**src/rtl/vending_sequencer_pkg.sv**
```systemverilog
// Shared definitions for the vending sequencer: denominations, prices,
// default sizing and the FSM state encoding.
package vending_machine_def;

    localparam int kNumCoinsDef   = 3;
    localparam int kNumItemsDef   = 4;
    localparam int kTotalBitsDef  = 31;
    localparam int kWaitTimeDef   = 10;
    localparam int kMaxBalanceDef = 10000;

    // Smallest coin; below this nothing more can be returned.
    localparam int kMinCoinValue  = 100;

    typedef enum logic [1:0] {
        ST_IDLE   = 2'd0,
        ST_ACTIVE = 2'd1,
        ST_RETURN = 2'd2
    } state_t;

    // Denominations must stay in ascending order for the greedy change picker.
    function automatic int unsigned coin_value(input int idx);
        case (idx)
            0:       return 100;
            1:       return 500;
            2:       return 1000;
            default: return 0;
        endcase
    endfunction

    function automatic int unsigned item_price(input int idx);
        case (idx)
            0:       return 400;
            1:       return 500;
            2:       return 1000;
            3:       return 2000;
            default: return 0;
        endcase
    endfunction

endpackage

```
**src/rtl/vending_sequencer_change_picker.sv**
```systemverilog
// Greedy change selection: one-hot of the largest coin not exceeding the
// balance, or zero when the balance is below the smallest coin.
module change_picker
    import vending_machine_def::*;
#(
    parameter int kNumCoins  = kNumCoinsDef,
    parameter int kTotalBits = kTotalBitsDef
) (
    input  logic [kTotalBits-1:0] i_balance,
    output logic [kNumCoins-1:0]  o_coin
);

    // Ascending denominations: the last fitting coin is the largest one.
    always_comb begin
        o_coin = '0;
        for (int i = 0; i < kNumCoins; i++) begin
            if (kTotalBits'(coin_value(i)) <= i_balance) begin
                o_coin    = '0;
                o_coin[i] = 1'b1;
            end
        end
    end

endmodule

```
**src/rtl/vending_sequencer.sv**
```systemverilog
// Vending machine sequencer: coin accumulation, item dispense, idle timeout
// and coin-by-coin change return.
//
// state     | meaning
// ----------+--------------------------------------------------------------
// ST_IDLE   | no session; only coin inserts are accepted
// ST_ACTIVE | session open; coins, selects and return request accepted
// ST_RETURN | returning change one coin per cycle; all inputs ignored
module vending_sequencer
    import vending_machine_def::*;
#(
    parameter int kNumCoins   = kNumCoinsDef,
    parameter int kNumItems   = kNumItemsDef,
    parameter int kTotalBits  = kTotalBitsDef,
    parameter int kWaitTime   = kWaitTimeDef,
    parameter int kMaxBalance = kMaxBalanceDef
) (
    input  logic                  clk,
    input  logic                  reset,
    input  logic [kNumCoins-1:0]  i_input_coin,
    input  logic [kNumItems-1:0]  i_select_item,
    input  logic                  i_trigger_return,
    output logic [kNumItems-1:0]  o_available_item,
    output logic [kNumItems-1:0]  o_output_item,
    output logic [kNumCoins-1:0]  o_return_coin,
    output logic                  o_coin_reject,
    output logic [kTotalBits-1:0] o_balance,
    output logic                  o_busy
);

    localparam int kTimerBits = (kWaitTime < 2) ? 1 : $clog2(kWaitTime + 1);

    typedef logic [kTotalBits-1:0] bal_t;

    localparam logic [kTimerBits-1:0] kReload  = kTimerBits'(kWaitTime);
    localparam logic [kTotalBits:0]   kMaxWide = (kTotalBits + 1)'(kMaxBalance);

    state_t                state_q, state_d;
    bal_t                  balance_q, balance_d;
    logic [kTimerBits-1:0] timer_q, timer_d;
    logic [kNumItems-1:0]  output_item_q, output_item_d;
    logic [kNumCoins-1:0]  return_coin_q, return_coin_d;
    logic                  coin_reject_q, coin_reject_d;

    logic [kNumCoins-1:0]  change_coin;
    bal_t                  change_value;
    bal_t                  coin_sum;
    logic [kTotalBits:0]   coin_total;
    logic                  sel_found;
    logic [kNumItems-1:0]  sel_onehot;
    bal_t                  sel_price;

    change_picker #(
        .kNumCoins  (kNumCoins),
        .kTotalBits (kTotalBits)
    ) u_change_picker (
        .i_balance (balance_q),
        .o_coin    (change_coin)
    );

    always_comb begin
        coin_sum     = '0;
        change_value = '0;
        for (int i = 0; i < kNumCoins; i++) begin
            if (i_input_coin[i]) coin_sum = coin_sum + bal_t'(coin_value(i));
            if (change_coin[i])  change_value = change_value | bal_t'(coin_value(i));
        end
        // One extra bit so an over-ceiling insert cannot wrap and slip through.
        coin_total = {1'b0, balance_q} + {1'b0, coin_sum};
    end

    always_comb begin
        sel_found  = 1'b0;
        sel_onehot = '0;
        sel_price  = '0;
        for (int i = kNumItems - 1; i >= 0; i--) begin
            if (i_select_item[i]) begin
                sel_found     = 1'b1;
                sel_onehot    = '0;
                sel_onehot[i] = 1'b1;
                sel_price     = bal_t'(item_price(i));
            end
        end
    end

    always_comb begin
        o_available_item = '0;
        if (state_q == ST_ACTIVE) begin
            for (int i = 0; i < kNumItems; i++) begin
                o_available_item[i] = (bal_t'(item_price(i)) <= balance_q);
            end
        end
    end

    always_comb begin
        state_d       = state_q;
        balance_d     = balance_q;
        timer_d       = timer_q;
        output_item_d = '0;
        return_coin_d = '0;
        coin_reject_d = 1'b0;
        case (state_q)
            ST_IDLE, ST_ACTIVE: begin
                if (|i_input_coin) begin
                    state_d = ST_ACTIVE;
                    timer_d = kReload;
                    if (coin_total > kMaxWide) coin_reject_d = 1'b1;
                    else                       balance_d     = coin_total[kTotalBits-1:0];
                end else if (state_q == ST_ACTIVE) begin
                    // A present select blocks the return request even when unaffordable.
                    if (sel_found && (sel_price <= balance_q)) begin
                        output_item_d = sel_onehot;
                        balance_d     = balance_q - sel_price;
                        timer_d       = kReload;
                    end else if (!sel_found && i_trigger_return) begin
                        state_d = ST_RETURN;
                        timer_d = '0;
                    end else if (timer_q <= kTimerBits'(1)) begin
                        state_d = ST_RETURN;
                        timer_d = '0;
                    end else begin
                        timer_d = timer_q - kTimerBits'(1);
                    end
                end
            end
            ST_RETURN: begin
                if (|change_coin) begin
                    return_coin_d = change_coin;
                    balance_d     = balance_q - change_value;
                end else begin
                    state_d = ST_IDLE;
                end
            end
            default: state_d = ST_IDLE;
        endcase
    end

    always_ff @(posedge clk) begin
        if (reset) begin
            state_q       <= ST_IDLE;
            balance_q     <= '0;
            timer_q       <= '0;
            output_item_q <= '0;
            return_coin_q <= '0;
            coin_reject_q <= 1'b0;
        end else begin
            state_q       <= state_d;
            balance_q     <= balance_d;
            timer_q       <= timer_d;
            output_item_q <= output_item_d;
            return_coin_q <= return_coin_d;
            coin_reject_q <= coin_reject_d;
        end
    end

    assign o_output_item = output_item_q;
    assign o_return_coin = return_coin_q;
    assign o_coin_reject = coin_reject_q;
    assign o_balance     = balance_q;
    assign o_busy        = (state_q == ST_RETURN);

endmodule

```
**config.mk**
```make
export PLATFORM = sky130hd
export DESIGN_NAME = vending_sequencer
export DESIGN_NICKNAME = d
export VERILOG_FILES = /design/src/rtl/vending_sequencer_pkg.sv /design/src/rtl/vending_sequencer_change_picker.sv /design/src/rtl/vending_sequencer.sv
export SDC_FILE = /design/constraint.sdc
export NUM_CORES = 1
export LEC_CHECK = 0
export BUFFER_PORTS_ARGS = -buffer_cell sky130_fd_sc_hd__buf_2
export CAP_MARGIN = 10
export CORE_ASPECT_RATIO = 0.8
export CORE_MARGIN = 2
export CORE_UTILIZATION = 40
export CTS_CLUSTER_DIAMETER = 30
export CTS_CLUSTER_SIZE = 25
export DETAILED_ROUTE_END_ITERATION = 12
export GPL_ROUTABILITY_DRIVEN = 1
export HOLD_SLACK_MARGIN = 0.02
export SETUP_SLACK_MARGIN = 0.4
export SYNTH_ARGS = -nofsm -noshare
export SYNTH_HDL_FRONTEND = slang
export SYNTH_HIERARCHICAL = 1
export SYNTH_SLANG_ARGS = --single-unit
```
**constraint.sdc**
```tcl
create_clock -name clk -period 5.7 [get_ports clk]
set_input_delay 0.57 -clock clk [delete_from_list [all_inputs] [get_ports clk]]
set_output_delay 0.57 -clock clk [all_outputs]
set_load 0.02 [all_outputs]
```
After elaboration in Yosys (flattened, before gate mapping)
Index checks and enable logic that the tools add are counted.

storage, ports and cells
  register bits = 45
  bits in latches = 0
  RAM bits = 0
  ROM bits = 0
  input port bits = 10
  output and inout bits = 44
  logic and storage cells = 109
  memories kept = 0

cells by class
  add/sub/neg operators = 6
  $mul = 0
  divide/modulo/power cells = 0
  magnitude comparators = 10
  eq/ne operators = 9
  shifts and indexed selects = 0
  multiplexer cells = 49
  bitwise gates (word level) = 8
  reduce and logical (&&, ||, !) cells = 18

operators with widths
  cell                                                                               number
  31-bit two-way mux                                                                 20
  31-bit less-or-equal comparator                                                    5
  31-bit OR                                                                          2
  31-bit case mux with 2 select lines                                                1
  31-bit subtractor                                                                  2
  31-bit by 31-bit adder with 32-bit output                                          1
  32-bit by 14-bit greater-than comparator with 1-bit output, second input constant  1
  31-bit adder                                                                       1
  7-bit by 31-bit adder with 31-bit output                                           1
  10-bit by 31-bit less-or-equal comparator with 1-bit output, first input constant  1
  7-bit by 31-bit less-or-equal comparator with 1-bit output, first input constant   1
  9-bit by 31-bit less-or-equal comparator with 1-bit output, first input constant   1
  4-bit two-way mux                                                                  7
  2-bit two-way mux                                                                  8
  7-bit two-way mux                                                                  2
  3-bit inequality test, second input constant                                       4
  3-bit OR reduction                                                                 4
  11-bit two-way mux                                                                 1
  10-bit OR reduction                                                                1
  9-bit OR reduction                                                                 1
  8-bit OR reduction                                                                 1
  1-bit two-way mux                                                                  7
  7-bit OR reduction                                                                 1
  3-bit two-way mux                                                                  2
  17 further kinds                                                                   24

Depth between registers and ports, before layout
Gate-level depths: netlist of the first run.

  word-level depth = 12
  depth in mapped cells = 18
  depth with buffers taken out = 17

By module
The synthesis of the first run kept the hierarchy.

by module, submodules not included
  module             instances  cells each  area an instance (sq um)  seq. area each (sq um)
  vending_sequencer  1          670         4748.3                    860.8
  change_picker      1          23          166.4                     0.0

Worst setup path after synthesis of the first run
OpenSTA, ideal clock, no wires.

  path type = in2reg
  start point = in i_input_coin[0]
  end point = reg balance_q[11], in the netlist o_balance[11]
  setup time = 121 ps
  data arrival time = 4099 ps
  data required time = 5579 ps
  slack = 1480 ps
  stages on the path = 16
  path buffers = 2
  cells stage by stage = inv_1 -> ha_1 -> ha_1 -> fa_1 -> a211oi_1 -> o21ai_1 -> a21boi_0 -> nor3b_1 -> nor3_1 -> a31oi_1 -> or4b_1 -> o31a_1 -> buf_6 -> buf_6 -> a21oi_1 -> mux2_2

on the way
  cells in the longest elaborated chain, start to end = 9
  elaborated cells on any way between the ends = 15
  those cells by class = 3 x add/sub; 1 x order compare; 3 x eq/ne; 6 x mux; 2 x reduce/logical

RTL lines
  what                                                                                                     line                      RTL
  start, declared                                                                                          vending_sequencer.sv:20   input logic [kNumCoins-1:0] i_input_coin,
  7-bit two-way mux                                                                                        vending_sequencer.sv:65   if (i_input_coin[i]) coin_sum = coin_sum + bal_t'(coin_value(i));
  7-bit by 31-bit adder with 31-bit output                                                                 vending_sequencer.sv:65
  31-bit two-way mux                                                                                       vending_sequencer.sv:65
  31-bit adder                                                                                             vending_sequencer.sv:65
  31-bit two-way mux                                                                                       vending_sequencer.sv:65
  31-bit by 31-bit adder with 32-bit output                                                                vending_sequencer.sv:69   coin_total = {1'b0, balance_q} + {1'b0, coin_sum};
  32-bit by 14-bit greater-than comparator with 1-bit output / 31-bit two-way mux (equally long branches)  vending_sequencer.sv:107  if (coin_total > kMaxWide) coin_reject_d = 1'b1;
  3-bit inequality test (no line) / 31-bit two-way mux (equally long branches)                             -
  5-bit AND reduction (no line) / 31-bit case mux with 2 select lines (equally long branches)              -
  end signal, assigned                                                                                     vending_sequencer.sv:148  balance_q <= balance_d;
  end, declared                                                                                            vending_sequencer.sv:39   bal_t balance_q, balance_d;

Several ways; a longest one is shown, not always the timed one. The select of a mux whose other input is x is not followed.
A chain may end at the register's enable or synchronous reset.

Worst setup path in the final report of the first run
  start point = reg balance_q[23], in the netlist o_balance[23]
  end point = reg balance_q[17], in the netlist o_balance[17]

on the way
  elaborated cells on any way between the ends = 23
  those cells by class = 2 x add/sub; 5 x order compare; 3 x eq/ne; 8 x mux; 2 x bitwise; 3 x reduce/logical

RTL lines
  what                                                             line                                   RTL
  10-bit by 31-bit less-or-equal comparator with 1-bit output (*)  vending_sequencer_change_picker.sv:17  if (kTotalBits'(coin_value(i)) <= i_balance) begin
  3-bit two-way mux (*)                                            vending_sequencer_change_picker.sv:17
  net change_coin[2]                                               vending_sequencer.sv:45                logic [kNumCoins-1:0] change_coin;
  31-bit two-way mux                                               vending_sequencer.sv:66                if (change_coin[i]) change_value = change_value | bal_t'(coin_value(i));
  31-bit subtractor                                                vending_sequencer.sv:129               balance_d = balance_q - change_value;
  31-bit two-way mux                                               vending_sequencer.sv:127               if (|change_coin) begin
  31-bit case mux with 2 select lines                              vending_sequencer.sv:102               case (state_q)

The timed path passes the listed nets; every way through them passes the cells marked *. The select of a mux whose other input is x is not followed.

==> results by group, run 1 <==
Outcome
  • Outcome: finished, final reports clean

Power
  • P_sw: approximately 2.0 mW
  • VDD IR-drop max: between 0.4 and 0.5 mV
  • Gate power share: 76.8%
  • Leak: roughly 2.4 nW
  • Pwr Total: between 3 and 4 mW
  • Sequential power share: 14.8%
  • Clock power share: 8.4%
  • P per Cell Area: 673 mW/mm²
  • Switching power share of the total: a little under three fifths
  • Int Pwr: approximately 1.6 mW

Logic synthesis
  • Synth warn: 6
  • Number of flops mapped to enable cells by yosys: 0
  • Post-Syn Area: between 0.004 and 0.005 mm²
  • Unique masters post-synth: 76
  • Avg Cell Area, Syn: 7.09 µm²
  • Synth Area in Adders: a little under a tenth
  • Largest family of logic cells by synthesized area: simple AND/OR/NAND/NOR gates
  • Synth Area in XOR/XNOR: ~4.6%
  • Seq cells post-synth: 43
  • Simple-Gate Fraction of Synth Area: approximately a third
  • Ys async rst share: 0%
  • Register area share after synthesis: between 10% and 20%
  • Multiplexer share of the synthesized area: 2.14%
  • Most common flop cell mapped by yosys: dfxtp_1
  • Cells after Synth: approximately 690
  • Post-synthesis compound-gate area fraction: 29.2%

Timing
  • Relative slew slack: between 40% and 50%
  • Clock skew: 0.00595 ns
  • Fmax: approximately 210 MHz
  • Setup violators final: 0
  • Final Hold Viols: 0
  • Worst slew pin tran: around 0.85 ns
  • Final worst path period need: 4.87 ns
  • Crit share post-route: 85.4%
  • Final worst slack: around 0.83 ns
  • Post-route setup TNS: 0 ns
  • RSZ-0062 raised after global routing: false
  • Final slew viol count: 0

Worst hold path
  • Hold Path Class: register to register
  • Hold Crit Start: timer_q[1]

Setup path
  • Worst EP required: 5.91 ns
  • Worst setup SP type: register
  • Worst setup path class: register to register
  • Critical path origin: o_balance[23]
  • Delay-heaviest family, CP: simple AND/OR/NAND/NOR gates
  • Worst setup EP type: register
  • Critical path peak fanout: 13
  • Critical-path cell list: nor4_1 -> nand4_1 -> nor4_2 -> nand2_1 -> nor3_1 -> ha_1 -> o21a_1 -> o31a_1 -> o31a_1 -> o311a_1 -> nor4_1 -> a21oi_1 -> nor3_1 -> a31oi_1 -> or3_1 -> a21oi_1
  • Source of the worst register-to-register timing path: o_balance[23]
  • Crit path DAT: just over 5 ns
  • Max stage delay on crit path: approximately 0.49 ns
  • Slowest stage cell, crit path: dfxtp_1
  • Crit path buffers/inverters: 0

Drt
  • Met1 Wirelength: roughly 8000 µm
  • Routed wl met2: 7470 µm
  • Top routing layer used: met4
  • Initial DRC Count: about 650
  • Wirelength per Cell: between 15 and 20 µm
  • Routed WL: ~18,000 µm
  • Vias: 5,610
  • Met3 WL: approximately 1700 µm
  • DRC Markers: 0
  • Antenna Nets Post-Route: 0
  • DR pass1 iterations: 5
  • Vias per cell: around 6.4

Clock tree
  • Clk slew on worst S/H paths: around 0.060 ns
  • # clock sinks: 43
  • Maximum clock insertion buffer count: 2
  • Skew-Pair Late Insertion Delay: 0.29 ns
  • Setup Fix Bufs, Post-CTS: 0
  • CTS tree: yes
  • H-tree level count: 2
  • CTS root buf: clkbuf_16
  • CTS Buf Count: 5

Global routing
  • GRT overflow: 0
  • Largest net degree at the start of global routing: 48
  • Overall routing resource usage: 27.1%
  • Initial antenna violation count: 0
  • Vias in the first global route: 5,054
  • Global-route wire length before repair: approximately 28,000 µm

Floorplan
  • Initial Util: 40.7%
  • Core area: approximately 0.012 mm²
  • Die width: roughly 130 µm
  • Die area: about 0.013 mm²
  • Die H: slightly above 100 µm
  • Num rows: 36
  • Num ports: 54

Finish
  • Fraction of layout cells with a size suffix above 1: between 10% and 20%
  • Ant diodes: 0
  • P&R area growth vs syn: 10.8%
  • Post-layout nets: between 700 and 800

Placement
  • Port Buffers: just over 50
  • DP HPWL: approximately 13,000 µm
  • Post-place setup slack: between 0.4 and 0.5 ns
  • Routability-driven placement congestion ratio: around 1

Run
  • Max_cap viols: 0
cell families (layout without fill, tap and decap cells):
family | after synthesis | count (layout)
adders and majority gates | 35 | 35
and+or+nand+nor | 296 | 296
buffers and inverters | 62 | 93
other | 1 | 4
DFF | 43 | 43
muxes | 10 | 10
AOI/OAI and AO/OA | 220 | 220
xor gates and xnor gates | 26 | 26
area by class of cell:
type                    count  area [µm²]
fillers                  1236        6620
multi-input cells         591        3800
flip-flops and latches     43         861
repair buffers             65         360
well taps                 152         190
clock buffers               8         156
inverters                  20        75.1
flip-flops by register name, indices dropped and copies added (netlist names):
| signal | cells |
|---|---|
| state_q | 2 |
| o_coin_reject | 1 |
| o_balance | 29 |
| o_return_coin | 3 |
| timer_q | 4 |
| o_output_item | 4 |
repair_timing:
action                     in CTS  in global routing
setup endpoints to repair       0                  7
gates resized for setup         0                  2
hold buffers                    0                  0
final timing paths:
path	endpoint	slack, ns	depth (start not counted)
hold / removal	timer_q[1]	0.51	2
setup reg to reg	o_balance[17]	0.83	16
hold reg to reg	timer_q[1]	0.51	2
setup / recovery	o_balance[17]	0.83	16
synthesized netlist by cell type (4+ instances only):
library cell	n	area share, %
nor2_1	74	5.7
a21oi_1	64	6.5
nand2_1	54	4.1
dfxtp_1	43	18
o21ai_0	43	4.4
ha_1	32	8.1
clkbuf_1	30	2.3
nor3_1	30	3.1
inv_1	19	1.5
nor4_1	19	2.4
a211oi_1	17	2.6
xnor2_1	17	3.0
or3_1	16	2.0
nor2b_1	15	1.9
nand2b_1	14	1.8
nand3_1	12	1.2
a211o_1	9	1.6
a21o_1	9	1.4
xor2_1	9	1.6
and2_1	8	1.0
o211ai_1	8	1.2
o21a_1	8	1.2
or4_1	8	1.2
a31oi_1	7	0.89
nand4_1	7	0.89
o31ai_1	7	1.1
or2_2	7	0.89
mux2i_1	6	1.2
nor3b_1	6	0.92
and3_1	5	0.64
o31a_1	5	0.89
buf_2	4	0.41
mux2_2	4	0.92
power groups by stage:
stage	combinational (mW)	clock, mW	sequential, mW
3_5_place_dp	2.74	0	0.540
5_1_grt	3.10	0.329	0.552
2_1_floorplan	2.09	0	0.536
3_3_place_gp	2.69	0	0.537
4_1_cts	2.76	0.314	0.534
6_report	2.82	0.308	0.541
layout by cell type, fill, tap and decap left out, types with 19 or more instances in the layout:
master and n:
buf_2 51, a21oi_1 64, inv_1 19, dfxtp_1 43, ha_1 32, o21ai_0 43, nand2_1 54, nor3_1 30
nor2_1 74, nor4_1 19
per-stage QoR:
stage	instances	hold slack, ns	util [%]	area, µm²
finish	879	0.509	45.1	5450
global route	879	0.520	45.1	5450
CTS	879	0.506	45.1	5450
detailed placement	871	0.502	43.8	5290
global placement	871	0.497	43.8	5290
floorplan	696	0.472	-	4930
routing by layer:
| metal | vias up | global-route usage, % |
|---|---|---|
| li1 | 2635 | - |
| met1 | 2664 | 39.8 |
| met2 | 282 | 41.1 |
| met3 | 29 | 4.00 |
| met4 | 0 | 7.61 |
| met5 | - | 0 |
worst reg2reg max path, delay by kind of cell, from the launching register on:
kind / cells / cell delay [ns]
AND/OR/NAND/NOR: 8 / 2.68
AO/OA/AOI/OAI: 7 / 1.30
adder cells (fa/ha/maj): 1 / 0.34
flip-flops: 1 / 0.49
Power figures use the tool's default switching activity.
==> inputs of run 2 (changes only) <==
--- a/config.mk
+++ b/config.mk
@@ -9,12 +9,13 @@
 export CAP_MARGIN = 10
 export CORE_ASPECT_RATIO = 0.8
 export CORE_MARGIN = 2
-export CORE_UTILIZATION = 40
+export CORE_UTILIZATION = 59
 export CTS_CLUSTER_DIAMETER = 30
 export CTS_CLUSTER_SIZE = 25
 export DETAILED_ROUTE_END_ITERATION = 12
 export GPL_ROUTABILITY_DRIVEN = 1
 export HOLD_SLACK_MARGIN = 0.02
+export PLACE_DENSITY = 0.8
 export SETUP_SLACK_MARGIN = 0.4
 export SYNTH_ARGS = -nofsm -noshare
 export SYNTH_HDL_FRONTEND = slang
==> run 2 against run 1 <==
Compared with the run above:
- final area down 1.4%
- clock power down 30%
- power down 1.6%
- maximum frequency down 5.2%
- largest power group unchanged
- first-iteration DRC count up 36%
==> results by group, run 2 (synthesis gave the netlist of run 1 again) <==
Finish
  • Commonest non-fill, non-tap cell in the layout: nor2_1 (unchanged)
  • Ant diodes: 0 (unchanged)
  • Post-layout nets: 776 (was 771)
  • Finished Layout Cells: 840 (was 879)
  • Commonest non-fill, non-tap cells in the layout: 74 x nor2_1, 64 x a21oi_1, 54 x nand2_1 (unchanged)
  • Fillers: 743 (was 1,236)
  • Multi-input combinational cell area: 0.00381 mm² (was 0.00380 mm²)
  • Final core occ: 67.0% (was 45.1%)
  • Fraction of layout cells with a size suffix above 1: 14.1% (was 13.3%)
  • Number of flip-flops in the largest register: 29 (unchanged)
  • Register Area: 861 µm² (unchanged)
  • P&R area growth vs syn: 9.29% (was 10.8%)

Global routing
  • Vias in the first global route: 5,083 (was 5,054)
  • Overall routing resource usage: 36.2% (was 27.1%)
  • GRT overflow: 0 (unchanged)
  • Global-route wire length before repair: 26,200 µm (was 28,000 µm)
  • Initial antenna violation count: 0 (unchanged)
  • Largest net degree at the start of global routing: 48 (unchanged)

Setup path
  • Worst setup SP type: primary input (was register)
  • Most frequent CP cell: ha_1
  • Reg2reg setup slack: 0.76 ns (was 0.83 ns)
  • Worst setup EP type: register (unchanged)
  • Critical Path End: o_balance[11] (was o_balance[17])
  • Critical path peak fanout: 30 (was 13)
  • Critical path origin: i_input_coin[0] (was o_balance[23])
  • Reg2reg end: o_balance[29] (was o_balance[17])
  • Worst setup path class: primary input to register (was register to register)
  • FF-to-FF path depth: 15 (was 16)
  • Slowest stage cell, crit path: o31a_1 (was dfxtp_1)
  • Crit path depth: 16 (unchanged)
  • Source of the worst register-to-register timing path: o_balance[29] (was o_balance[23])
  • Crit path DAT: 5.34 ns (was 5.08 ns)
  • Max stage delay on crit path: 0.63 ns (was 0.49 ns)
  • Delay-heaviest family, CP: compound AO/OA/AOI/OAI gates (was simple AND/OR/NAND/NOR gates)
  • Critical-path cell list: buf_2 -> inv_1 -> ha_1 -> ha_1 -> fa_1 -> a211oi_1 -> o21ai_1 -> a21boi_0 -> nor4_1 -> xnor2_1 -> nor4b_1 -> o21ai_0 -> o31a_1 -> buf_4 -> a21oi_1 -> mux2_2 (was nor4_1 -> nand4_1 -> nor4_2 -> nand2_1 -> nor3_1 -> ha_1 -> o21a_1 -> o31a_1 -> o31a_1 -> o311a_1 -> nor4_1 -> a21oi_1 -> nor3_1 -> a31oi_1 -> or3_1 -> a21oi_1)
  • Worst EP required: 5.90 ns (was 5.91 ns)
  • Crit path buffers/inverters: 3 (was 0)

Clock tree
  • CTS tree: yes (unchanged)
  • CTS Buf Count: 5 (unchanged)
  • Clk slew on worst S/H paths: 0.10 ns (was 0.06 ns)
  • Setup Fix Bufs, Post-CTS: 0 (unchanged)
  • H-tree level count: 2 (unchanged)
  • Maximum clock insertion buffer count: 2 (unchanged)
  • Cts repair resizes: 0 (unchanged)
  • Skew-Pair Late Insertion Delay: 0.31 ns (was 0.29 ns)
  • Post-cts hold buffer count: 0 (unchanged)
  • # clock sinks: 43 (unchanged)
  • CTS root buf: clkbuf_8 (was clkbuf_16)

Timing
  • Worst slew pin tran: 0.963 ns (was 0.849 ns)
  • Crit share post-route: 90.1% (was 85.4%)
  • Relative slew slack: 35.8% (was 43.4%)
  • Final Hold Viols: 0 (unchanged)
  • Fmax: 195 MHz (was 205 MHz)
  • Final worst slack: 0.563 ns (was 0.833 ns)
  • Setup violators final: 0 (unchanged)
  • Post-route setup TNS: 0 ns (unchanged)
  • Clock skew: 0.00487 ns (was 0.00595 ns)
  • Final slew viol count: 0 (unchanged)
  • Final worst path period need: 5.14 ns (was 4.87 ns)
  • RSZ-0062 raised after global routing: false (unchanged)

Placement
  • Post-place setup slack: 0.440 ns (was 0.472 ns)
  • Placed cells: 832 (was 871)
  • Routability-driven placement congestion ratio: 1.02 (was 0.986)
  • Port Buffers: 51 (unchanged)
  • DP HPWL: 12,300 µm (was 12,900 µm)

Drt
  • Antenna Nets Post-Route: 0 (unchanged)
  • Routed WL: 16,700 µm (was 17,600 µm)
  • Met1 Wirelength: 7000 µm (was 8030 µm)
  • Wirelength per Cell: 19.9 µm (was 20.0 µm)
  • DRC Markers: 0 (unchanged)
  • Top routing layer used: met4 (unchanged)
  • Vias per cell: 6.85 (was 6.38)
  • Routed wl met2: 6970 µm (was 7470 µm)
  • DR pass1 iterations: 6 (was 5)
  • Met3 WL: 2390 µm (was 1730 µm)
  • Vias: 5,756 (was 5,610)
  • Initial DRC Count: 880 (was 648)

Floorplan
  • Core area: 0.00802 mm² (was 0.0121 mm²)
  • Die H: 85.6 µm (was 103 µm)
  • Initial Util: 61.3% (was 40.7%)
  • Die area: 0.00908 mm² (was 0.0132 mm²)
  • Num ports: 54 (unchanged)
  • Die width: 106 µm (was 128 µm)
  • Num rows: 29 (was 36)

Worst hold path
  • Hold Path Class: primary input to register (was register to register)

Run
  • Max_cap viols: 0 (unchanged)

Power
  • Leak: 2.35 nW (was 2.36 nW)
  • VDD IR-drop max: 0.400 mV (was 0.472 mV)
  • P per Cell Area: 672 mW/mm² (was 673 mW/mm²)

Outcome
  • Outcome: finished, final reports clean (unchanged)
## run 2: changes by cell type in the layout (fill, tap and decap cells not counted), sizes merged
| cell | before | now |
|---|---|---|
| inv | 20 | 21 |
| buf | 65 | 70 |
| clkbuf | 8 | 5 |
| clkinvlp | 0 | 2 |
## run 2: area by class of cell
| cell class | count | area share (%) |
|---|---|---|
| Multi-Input combinational cell | 591 | 70.9 |
| Inverter | 20 | 1.40 |
| Timing Repair Buffer | 70 | 7.41 |
| Tap cell | 108 | 2.52 |
| Clock inverter | 3 | 0.443 |
| Sequential cell | 43 | 16.0 |
| Clock buffer | 5 | 1.28 |
## run 2: worst min path at each step
stage | startpoint | end | depth (start not counted)
after global routing | i_select_item[0] | o_output_item[1] | 2
after floorplan | state_q[1] | state_q[0] | 1
after global placement | timer_q[1] | timer_q[1] | 2
after CTS | i_select_item[0] | o_output_item[1] | 2
final | i_select_item[0] | o_output_item[1] | 2
after detailed placement | timer_q[1] | timer_q[1] | 2
## run 2: layer usage
layer / GRT usage, % / up-vias
li1: - / 2645
met1: 52.5 / 2621
met2: 55.0 / 438
met3: 7.67 / 52
met4: 8.37 / 0
met5: 0 / -
## run 2: where the power goes
part	switching (mW)	leakage (nW)	total, mW	internal, mW
registers	0.148	0.350	0.519	0.371
clock network	0.129	0.0408	0.217	0.0881
logic	1.79	1.96	2.87	1.08
total	2.07	2.35	3.61	1.54
## run 2: through the flow
stage	total power [mW]	hold slack [ns]	instance area, µm²
after global routing	3.84	0.517	5370
final	3.61	0.509	5370
after detailed placement	3.27	0.510	5270
after floorplan	2.63	0.472	4930
after CTS	3.49	0.503	5370
after global placement	3.19	0.490	5270
